<file path="src/rtl/storage_readout_scanner_if.sv">
// Bundle of the scanner's command, storage-inquiry and hit-stream signals.
//   master : the scanner side (drives inquiry, hit stream, status).
//   slave  : the environment side (storage model, command source, hit sink).
// Ports grouped here:
//   startScan, clearOnDone, abortScan      command inputs to the scanner
//   storageReady, storedValue              storage handshake/read data
//   inquiry, inquiryWordIndex/LetterIndex  read strobe and address to storage
//   clearStorage                           one-cycle clear pulse to storage
//   hitValid, hitReady, hitWord/LetterIndex  hit address stream
//   scanBusy, scanDone, hitCount           status
interface storage_readout_scanner_if #(
    parameter int WORDINDEXBITS   = 4,
    parameter int LETTERINDEXBITS = 3,
    parameter int HITCOUNTBITS    = 8
);
    logic                       startScan;
    logic                       clearOnDone;
    logic                       abortScan;
    logic                       storageReady;
    logic                       storedValue;
    logic                       inquiry;
    logic [WORDINDEXBITS-1:0]   inquiryWordIndex;
    logic [LETTERINDEXBITS-1:0] inquiryLetterIndex;
    logic                       clearStorage;
    logic                       hitValid;
    logic                       hitReady;
    logic [WORDINDEXBITS-1:0]   hitWordIndex;
    logic [LETTERINDEXBITS-1:0] hitLetterIndex;
    logic                       scanBusy;
    logic                       scanDone;
    logic [HITCOUNTBITS-1:0]    hitCount;

    modport master (
        input  startScan, clearOnDone, abortScan, storageReady, storedValue, hitReady,
        output inquiry, inquiryWordIndex, inquiryLetterIndex, clearStorage,
               hitValid, hitWordIndex, hitLetterIndex, scanBusy, scanDone, hitCount
    );

    modport slave (
        output startScan, clearOnDone, abortScan, storageReady, storedValue, hitReady,
        input  inquiry, inquiryWordIndex, inquiryLetterIndex, clearStorage,
               hitValid, hitWordIndex, hitLetterIndex, scanBusy, scanDone, hitCount
    );
endinterface

</file>
<file path="src/rtl/storage_readout_scanner.sv">
// Sequential reader for the bit-array storage. On startScan it walks every
// (word, letter) position in ascending order through the storage inquiry
// port, presents each position holding a 1 on the hit valid/ready stream,
// counts accepted hits (saturating), and at the end of a full scan pulses
// scanDone and optionally clearStorage.
// Ports:
//   clock  single clock, posedge
//   reset  synchronous, active-high, highest priority
//   bus    storage_readout_scanner_if.master (commands, storage inquiry,
//          hit stream, status)
module storage_readout_scanner #(
    parameter int WORDINDEXBITS   = 4,
    parameter int LETTERINDEXBITS = 3,
    parameter int MEMORYDEPTH     = 16,
    parameter int WORDLENGTH      = 8,
    parameter int HITCOUNTBITS    = 8
) (
    input  logic clock,
    input  logic reset,
    storage_readout_scanner_if.master bus
);

    localparam logic [WORDINDEXBITS-1:0]   LASTWORD   = WORDINDEXBITS'(MEMORYDEPTH - 1);
    localparam logic [LETTERINDEXBITS-1:0] LASTLETTER = LETTERINDEXBITS'(WORDLENGTH - 1);
    localparam logic [HITCOUNTBITS-1:0]    MAXCOUNT   = '1;

    typedef enum logic [2:0] {IDLE, QUERY, CHECK, HIT, DONE} scanState_t;

    scanState_t state, nextState;

    logic [WORDINDEXBITS-1:0]   wordIndex;
    logic [LETTERINDEXBITS-1:0] letterIndex;
    logic [WORDINDEXBITS-1:0]   hitWord;
    logic [LETTERINDEXBITS-1:0] hitLetter;
    logic [HITCOUNTBITS-1:0]    hitCounter;
    logic                       clearLatched;
    logic                       queryActive;
    logic                       hitValidReg;
    logic                       busyReg;
    logic                       doneReg;
    logic                       clearReg;

    logic lastPosition;
    logic doStart;
    logic doAdvance;
    logic doLoadHit;
    logic doCount;

    assign lastPosition = (wordIndex == LASTWORD) && (letterIndex == LASTLETTER);

    // State register
    always_ff @(posedge clock) begin
        if (reset) begin
            state <= IDLE;
        end else begin
            state <= nextState;
        end
    end

    // Next-state and datapath control
    always_comb begin
        nextState = state;
        doStart   = 1'b0;
        doAdvance = 1'b0;
        doLoadHit = 1'b0;
        doCount   = 1'b0;
        case (state)
            IDLE: begin
                if (bus.startScan) begin
                    doStart   = 1'b1;
                    nextState = QUERY;
                end
            end
            QUERY: begin
                if (bus.storageReady) begin
                    nextState = CHECK;
                end
            end
            CHECK: begin
                if (bus.storedValue) begin
                    doLoadHit = 1'b1;
                    nextState = HIT;
                end else begin
                    doAdvance = 1'b1;
                    nextState = lastPosition ? DONE : QUERY;
                end
            end
            HIT: begin
                if (bus.hitReady) begin
                    doCount   = 1'b1;
                    doAdvance = 1'b1;
                    nextState = lastPosition ? DONE : QUERY;
                end
            end
            DONE: begin
                nextState = IDLE;
            end
            default: begin
                nextState = IDLE;
            end
        endcase
        // Abort overrides everything, including a hit handshake in this cycle.
        if (bus.abortScan && (state != IDLE)) begin
            nextState = IDLE;
            doAdvance = 1'b0;
            doLoadHit = 1'b0;
            doCount   = 1'b0;
        end
    end

    // Address counters, hit registers, counter and registered status flags.
    // Flags are computed from nextState so they line up with the state they
    // describe in the following cycle.
    always_ff @(posedge clock) begin
        if (reset) begin
            wordIndex    <= '0;
            letterIndex  <= '0;
            hitWord      <= '0;
            hitLetter    <= '0;
            hitCounter   <= '0;
            clearLatched <= 1'b0;
            queryActive  <= 1'b0;
            hitValidReg  <= 1'b0;
            busyReg      <= 1'b0;
            doneReg      <= 1'b0;
            clearReg     <= 1'b0;
        end else begin
            queryActive <= (nextState == QUERY);
            hitValidReg <= (nextState == HIT);
            busyReg     <= (nextState != IDLE);
            doneReg     <= (nextState == DONE);
            clearReg    <= (nextState == DONE) && clearLatched;

            if (doStart) begin
                wordIndex    <= '0;
                letterIndex  <= '0;
                hitCounter   <= '0;
                clearLatched <= bus.clearOnDone;
            end

            if (doLoadHit) begin
                hitWord   <= wordIndex;
                hitLetter <= letterIndex;
            end

            if (doCount && (hitCounter != MAXCOUNT)) begin
                hitCounter <= hitCounter + 1'b1;
            end

            if (doAdvance) begin
                if (letterIndex == LASTLETTER) begin
                    letterIndex <= '0;
                    wordIndex   <= wordIndex + 1'b1;
                end else begin
                    letterIndex <= letterIndex + 1'b1;
                end
            end
        end
    end

    // The strobe is gated by storageReady so a stalled QUERY issues nothing;
    // the indices come straight from the counters, which only move outside QUERY.
    assign bus.inquiry            = queryActive & bus.storageReady;
    assign bus.inquiryWordIndex   = wordIndex;
    assign bus.inquiryLetterIndex = letterIndex;
    assign bus.clearStorage       = clearReg;
    assign bus.hitValid           = hitValidReg;
    assign bus.hitWordIndex       = hitWord;
    assign bus.hitLetterIndex     = hitLetter;
    assign bus.scanBusy           = busyReg;
    assign bus.scanDone           = doneReg;
    assign bus.hitCount           = hitCounter;

endmodule

</file>
<file path="src/flat_wrapper.sv">
// flat-port wrapper written by rule: the top's interface ports become plain ports
module storage_readout_scanner_flat 
#(
    parameter int WORDINDEXBITS   = 4,
    parameter int LETTERINDEXBITS = 3,
    parameter int MEMORYDEPTH     = 16,
    parameter int WORDLENGTH      = 8,
    parameter int HITCOUNTBITS    = 8
)
  (clock, reset, bus_startScan, bus_clearOnDone, bus_abortScan, bus_storageReady, bus_storedValue, bus_hitReady, bus_inquiry, bus_inquiryWordIndex, bus_inquiryLetterIndex, bus_clearStorage, bus_hitValid, bus_hitWordIndex, bus_hitLetterIndex, bus_scanBusy, bus_scanDone, bus_hitCount);
  storage_readout_scanner_if #(.WORDINDEXBITS(WORDINDEXBITS), .LETTERINDEXBITS(LETTERINDEXBITS), .HITCOUNTBITS(HITCOUNTBITS)) bus_i ();
  input  logic clock;
  input  logic reset;
  input wire logic [$bits(bus_i.startScan)-1:0] bus_startScan;
  input wire logic [$bits(bus_i.clearOnDone)-1:0] bus_clearOnDone;
  input wire logic [$bits(bus_i.abortScan)-1:0] bus_abortScan;
  input wire logic [$bits(bus_i.storageReady)-1:0] bus_storageReady;
  input wire logic [$bits(bus_i.storedValue)-1:0] bus_storedValue;
  input wire logic [$bits(bus_i.hitReady)-1:0] bus_hitReady;
  output wire logic [$bits(bus_i.inquiry)-1:0] bus_inquiry;
  output wire logic [$bits(bus_i.inquiryWordIndex)-1:0] bus_inquiryWordIndex;
  output wire logic [$bits(bus_i.inquiryLetterIndex)-1:0] bus_inquiryLetterIndex;
  output wire logic [$bits(bus_i.clearStorage)-1:0] bus_clearStorage;
  output wire logic [$bits(bus_i.hitValid)-1:0] bus_hitValid;
  output wire logic [$bits(bus_i.hitWordIndex)-1:0] bus_hitWordIndex;
  output wire logic [$bits(bus_i.hitLetterIndex)-1:0] bus_hitLetterIndex;
  output wire logic [$bits(bus_i.scanBusy)-1:0] bus_scanBusy;
  output wire logic [$bits(bus_i.scanDone)-1:0] bus_scanDone;
  output wire logic [$bits(bus_i.hitCount)-1:0] bus_hitCount;
  assign bus_i.startScan = bus_startScan;
  assign bus_i.clearOnDone = bus_clearOnDone;
  assign bus_i.abortScan = bus_abortScan;
  assign bus_i.storageReady = bus_storageReady;
  assign bus_i.storedValue = bus_storedValue;
  assign bus_i.hitReady = bus_hitReady;
  assign bus_inquiry = bus_i.inquiry;
  assign bus_inquiryWordIndex = bus_i.inquiryWordIndex;
  assign bus_inquiryLetterIndex = bus_i.inquiryLetterIndex;
  assign bus_clearStorage = bus_i.clearStorage;
  assign bus_hitValid = bus_i.hitValid;
  assign bus_hitWordIndex = bus_i.hitWordIndex;
  assign bus_hitLetterIndex = bus_i.hitLetterIndex;
  assign bus_scanBusy = bus_i.scanBusy;
  assign bus_scanDone = bus_i.scanDone;
  assign bus_hitCount = bus_i.hitCount;
  storage_readout_scanner #(.WORDINDEXBITS(WORDINDEXBITS), .LETTERINDEXBITS(LETTERINDEXBITS), .MEMORYDEPTH(MEMORYDEPTH), .WORDLENGTH(WORDLENGTH), .HITCOUNTBITS(HITCOUNTBITS)) u_core (.clock(clock), .reset(reset), .bus(bus_i));
endmodule
</file>
<file path="config.mk">
export PLATFORM = sky130hd
export DESIGN_NAME = storage_readout_scanner_flat
export DESIGN_NICKNAME = d
export VERILOG_FILES = /design/src/rtl/storage_readout_scanner_if.sv /design/src/rtl/storage_readout_scanner.sv /design/src/flat_wrapper.sv
export SDC_FILE = /design/constraint.sdc
export NUM_CORES = 1
export LEC_CHECK = 0
export ABC_AREA = 1
export BUFFER_PORTS_ARGS = -buffer_cell sky130_fd_sc_hd__buf_2
export CORE_MARGIN = 10
export CORE_UTILIZATION = 50
export CTS_BUF_LIST = sky130_fd_sc_hd__clkbuf_16
export CTS_CLUSTER_SIZE = 10
export DETAILED_ROUTE_END_ITERATION = 10
export PLACE_DENSITY = 0.75
export SYNTH_ARGS = -nofsm -noshare
export SYNTH_HDL_FRONTEND = slang
export SYNTH_SLANG_ARGS = --single-unit
</file>
<file path="constraint.sdc">
create_clock -name clock -period 1.7 [get_ports clock]
set_input_delay 0.425 -clock clock [delete_from_list [all_inputs] [get_ports clock]]
set_output_delay 0.425 -clock clock [all_outputs]
set_load 0.02 [all_outputs]
</file>
==> qor.json <==
{
  "detailed_routing": {
    "drt_pass1_iterations": 4,
    "drt_iter0_drc": 97,
    "drtAntennaViolNets": 0,
    "routed_via_count_divided_by_cell_count": 5.16,
    "vias": 1481,
    "route.detailed.wl_per_inst_um": 12.8,
    "remaining_design_rule_violation_count": 0,
    "wl_um": 3680
  },
  "synth": {
    "most_instantiated_library_cell_after_synthesis": "nand2_1",
    "synth_top_family_by_area": "simple AND/OR/NAND/NOR gates",
    "part_of_the_yosys_area_used_for_sequential_elements_pct": 40.2,
    "simple_logic_cell_fraction_of_the_synthesized_area_pct": 38.5,
    "syn-cell-area_um2": 1550,
    "yosys_warnings": 0,
    "count_of_state_elements_after_synthesis": 31,
    "synthesis.area_per_instance_um2": 7.19,
    "yosys.area_share.xor_xnor_pct": 0.567,
    "synth_fa_ha_area_share_pct": 3.24,
    "postSynth.asyncResetShare_pct": 0,
    "synth-compound-area-share_pct": 9.47,
    "synth_mux_area_share_pct": 0,
    "synth.net_count": 227,
    "synth_commonest_cells": "nand2_1, dfxtp_1, nand3_1",
    "synth_top_area_share_pct": 40.2,
    "synth_top_area_cell": "dfxtp_1",
    "synth_top_flop_cell": "dfxtp_1",
    "synth.distinct_cells": 28,
    "edff_count_synth": 0,
    "post_synth_inst_count": 215,
    "synthTopCellsByArea": "dfxtp_1, nand2_1, nand3_1"
  },
  "power_and_ir_drop": {
    "total_power_per_unit_cell_area_nw_per_um2": 921,
    "largest_vdd_supply_drop_mv": 0.498,
    "p_clk_share_pct": 47.4,
    "cellLeakagePower_nw": 0.886,
    "cellInternalPower_mw": 1.32,
    "netSwitchingFraction_pct": 24.0,
    "p_switching_uw": 416,
    "comb_power_share_pct": 9.0,
    "seq_power_share_pct": 43.6,
    "design_power_total_mw": 1.74
  },
  "global_routing": {
    "pin_count_of_the_biggest_net_entering_global_routing": 20,
    "groute.usage.overall_pct": 14.0,
    "grt.overflow.total": 0,
    "first_global_vias": 1394,
    "number_of_antenna_violations_at_the_first_check_in_global_routing": 0,
    "grt_pass1_wl_um": 6180
  },
  "outcome": {
    "outcome": "finished clean"
  },
  "sta": {
    "finalCriticalPeriod_ps": 1520,
    "maxClockFrequency_mhz": 659,
    "report.final.hold_viol_count": 0,
    "timing.final.max_slew_violations": 0,
    "worst_case_headroom_to_the_max_slew_limit_pct": 77.0,
    "worst_setup_slack_final_ps": 182,
    "final_hold_slack_ps": 458,
    "setup_violations": 0,
    "setup_tns_ps": 0,
    "worst_clock_skew_ps": 5.43,
    "final.period_utilization_pct": 89.3,
    "worst_pin_slew_ps": 342
  },
  "floorplan": {
    "design.die.area_um2": 5710,
    "dieWidth_um": 75.6,
    "start_util_pct": 51.5,
    "boundaryPins": 35,
    "num_rows": 20,
    "die_h_um": 75.6,
    "core_footprint_um2": 3000
  },
  "clocking": {
    "cts-htree-levels": 2,
    "cts_tree": "built",
    "cts_buffers": 5,
    "cts_resized": 0,
    "postCtsSetupRepairBufs": 0,
    "cts.root.buffer_cell": "clkbuf_16",
    "cts-hold-fix-buffers": 0,
    "cts.sink_count": 31,
    "cts_max_path_buffers": 2,
    "clkSlewWorstSetupHoldPaths_ps": 50,
    "worst_skew_pair.late_latency_ps": 270
  },
  "layout": {
    "instances_no_fill": 287,
    "antennaDiodeCount": 0,
    "sequential_cell_area_um2": 621,
    "layout.nets": 265,
    "layout-area-overhead-vs-synth_pct": 22.0,
    "nFillCells": 294,
    "final_layout_size_suffix_gt1_share_pct": 22.8,
    "multi_input_area_um2": 805
  },
  "placement": {
    "gp_weighted_congestion": 0.802,
    "io_buffer_count": 34,
    "place_worst_setup_slack_ps": 157,
    "dp.final_hpwl_um": 2670,
    "dp.cells": 279
  },
  "setup_path": {
    "worst-r2r-cell-count": 9,
    "timing.critical_path.from": "u_core.bus.inquiryLetterIndex[1]",
    "worst-r2r-setup-slack_ps": 180,
    "rr_endpoint": "u_core.bus.scanBusy",
    "cp_data_required_time_ps": 1860,
    "cp-endpoint": "u_core.bus.scanBusy",
    "critPathMaxFanout": 4,
    "setup.worst_path.end_class": "register",
    "path_class": "register to register",
    "timing.critical_path.from_type": "register",
    "timing.rr.start": "u_core.bus.inquiryLetterIndex[1]",
    "critical_path_at_ps": 1680
  },
  "worst_hold_path": {
    "hold_path.class": "register to register"
  },
  "flow_run": {
    "max_cap_viol_count": 0
  }
}
sequential cells by signal (all words and copies together) (netlist names):
| name | flops |
|---|---|
| u_core.bus.clearStorage | 1 |
| u_core.bus.hitCount | 8 |
| u_core.bus.hitLetterIndex | 3 |
| u_core.bus.hitValid | 1 |
| u_core.bus.hitWordIndex | 4 |
| u_core.bus.inquiryLetterIndex | 3 |
| u_core.bus.inquiryWordIndex | 4 |
| u_core.bus.scanBusy | 1 |
| u_core.bus.scanDone | 1 |
| u_core.clearLatched | 1 |
| u_core.queryActive | 1 |
| u_core.state | 3 |
cells by family (layout without fill, tap and decap cells):
kind of cell / after synthesis / after routing
compound gates: 28 / 28
fa+ha+maj: 4 / 4
buf+inv: 30 / 69
xor+xnor: 1 / 1
simple gates: 121 / 121
flops: 31 / 31
critical path: stages, from the launching register on:
cell and delay (ps):
dfxtp_1 380, ha_1 170, ha_1 210, inv_1 110
nor3_2 190, inv_1 60, nand2_1 60, nand2_1 70
nand3_1 110, nand2_1 60
power groups by stage:
stage | clock network, mW | registers (mW) | logic, mW
floorplan | 0 | 0.779 | 0.107
global placement | 0 | 0.772 | 0.154
detailed placement | 0 | 0.772 | 0.155
CTS | 0.839 | 0.757 | 0.157
global route | 0.864 | 0.759 | 0.176
finish | 0.823 | 0.757 | 0.156
metal layers:
metal	GRT usage (%)	up-vias	wire (um)
met5	0	-	0
met4	7.84	0	99
met3	5.08	8	256
met2	22.1	48	1710
met1	16.1	652	1610
li1	-	773	-
layout make-up:
| class | instances | share of cell area, % |
|---|---|---|
| clock inverters | 3 | 0.796 |
| multi-input cells | 154 | 42.7 |
| flip-flops and latches | 31 | 32.9 |
| inverters | 25 | 4.98 |
| clock buffers | 5 | 6.64 |
| well taps | 33 | 2.19 |
| repair buffers | 36 | 9.82 |
worst min path at each step:
stage / start / endpoint / slack, ps / cells after the start
detailed placement: u_core.clearLatched / u_core.bus.clearStorage / 450 / 2
CTS: u_core.clearLatched / u_core.bus.clearStorage / 460 / 2
finish: u_core.clearLatched / u_core.bus.clearStorage / 460 / 2
floorplan: u_core.clearLatched / u_core.bus.clearStorage / 420 / 2
global route: u_core.bus.hitWordIndex[1] / u_core.bus.hitWordIndex[1] / 490 / 2
global placement: u_core.clearLatched / u_core.bus.clearStorage / 440 / 2
metrics by stage:
step | area, um2 | util, %
global placement | 1740 | 58.0
CTS | 1880 | 62.6
detailed placement | 1740 | 58.0
finish | 1890 | 62.8
floorplan | 1550 | -
global route | 1890 | 62.8
cell usage in the layout, fill, tap and decap left out:
| cell | instances |
|---|---|
| a21oi_1 | 19 |
| a21oi_2 | 1 |
| buf_2 | 34 |
| buf_4 | 2 |
| clkbuf_16 | 5 |
| clkinv_1 | 4 |
| clkinvlp_4 | 1 |
| dfxtp_1 | 31 |
| ha_1 | 4 |
| inv_1 | 22 |
| inv_2 | 1 |
| nand2_1 | 51 |
| nand2_2 | 2 |
| nand2_4 | 3 |
| nand3_1 | 28 |
| nand3_2 | 3 |
| nand3b_1 | 1 |
| nand4_1 | 4 |
| nand4_2 | 1 |
| nor2_1 | 22 |
| nor2_2 | 1 |
| nor2_4 | 2 |
| nor2_8 | 1 |
| nor3_1 | 1 |
| nor3_2 | 1 |
| o21ai_0 | 6 |
| o21ai_1 | 1 |
| o21bai_1 | 1 |
| xor2_1 | 1 |
(Power assumes the default switching activity.)
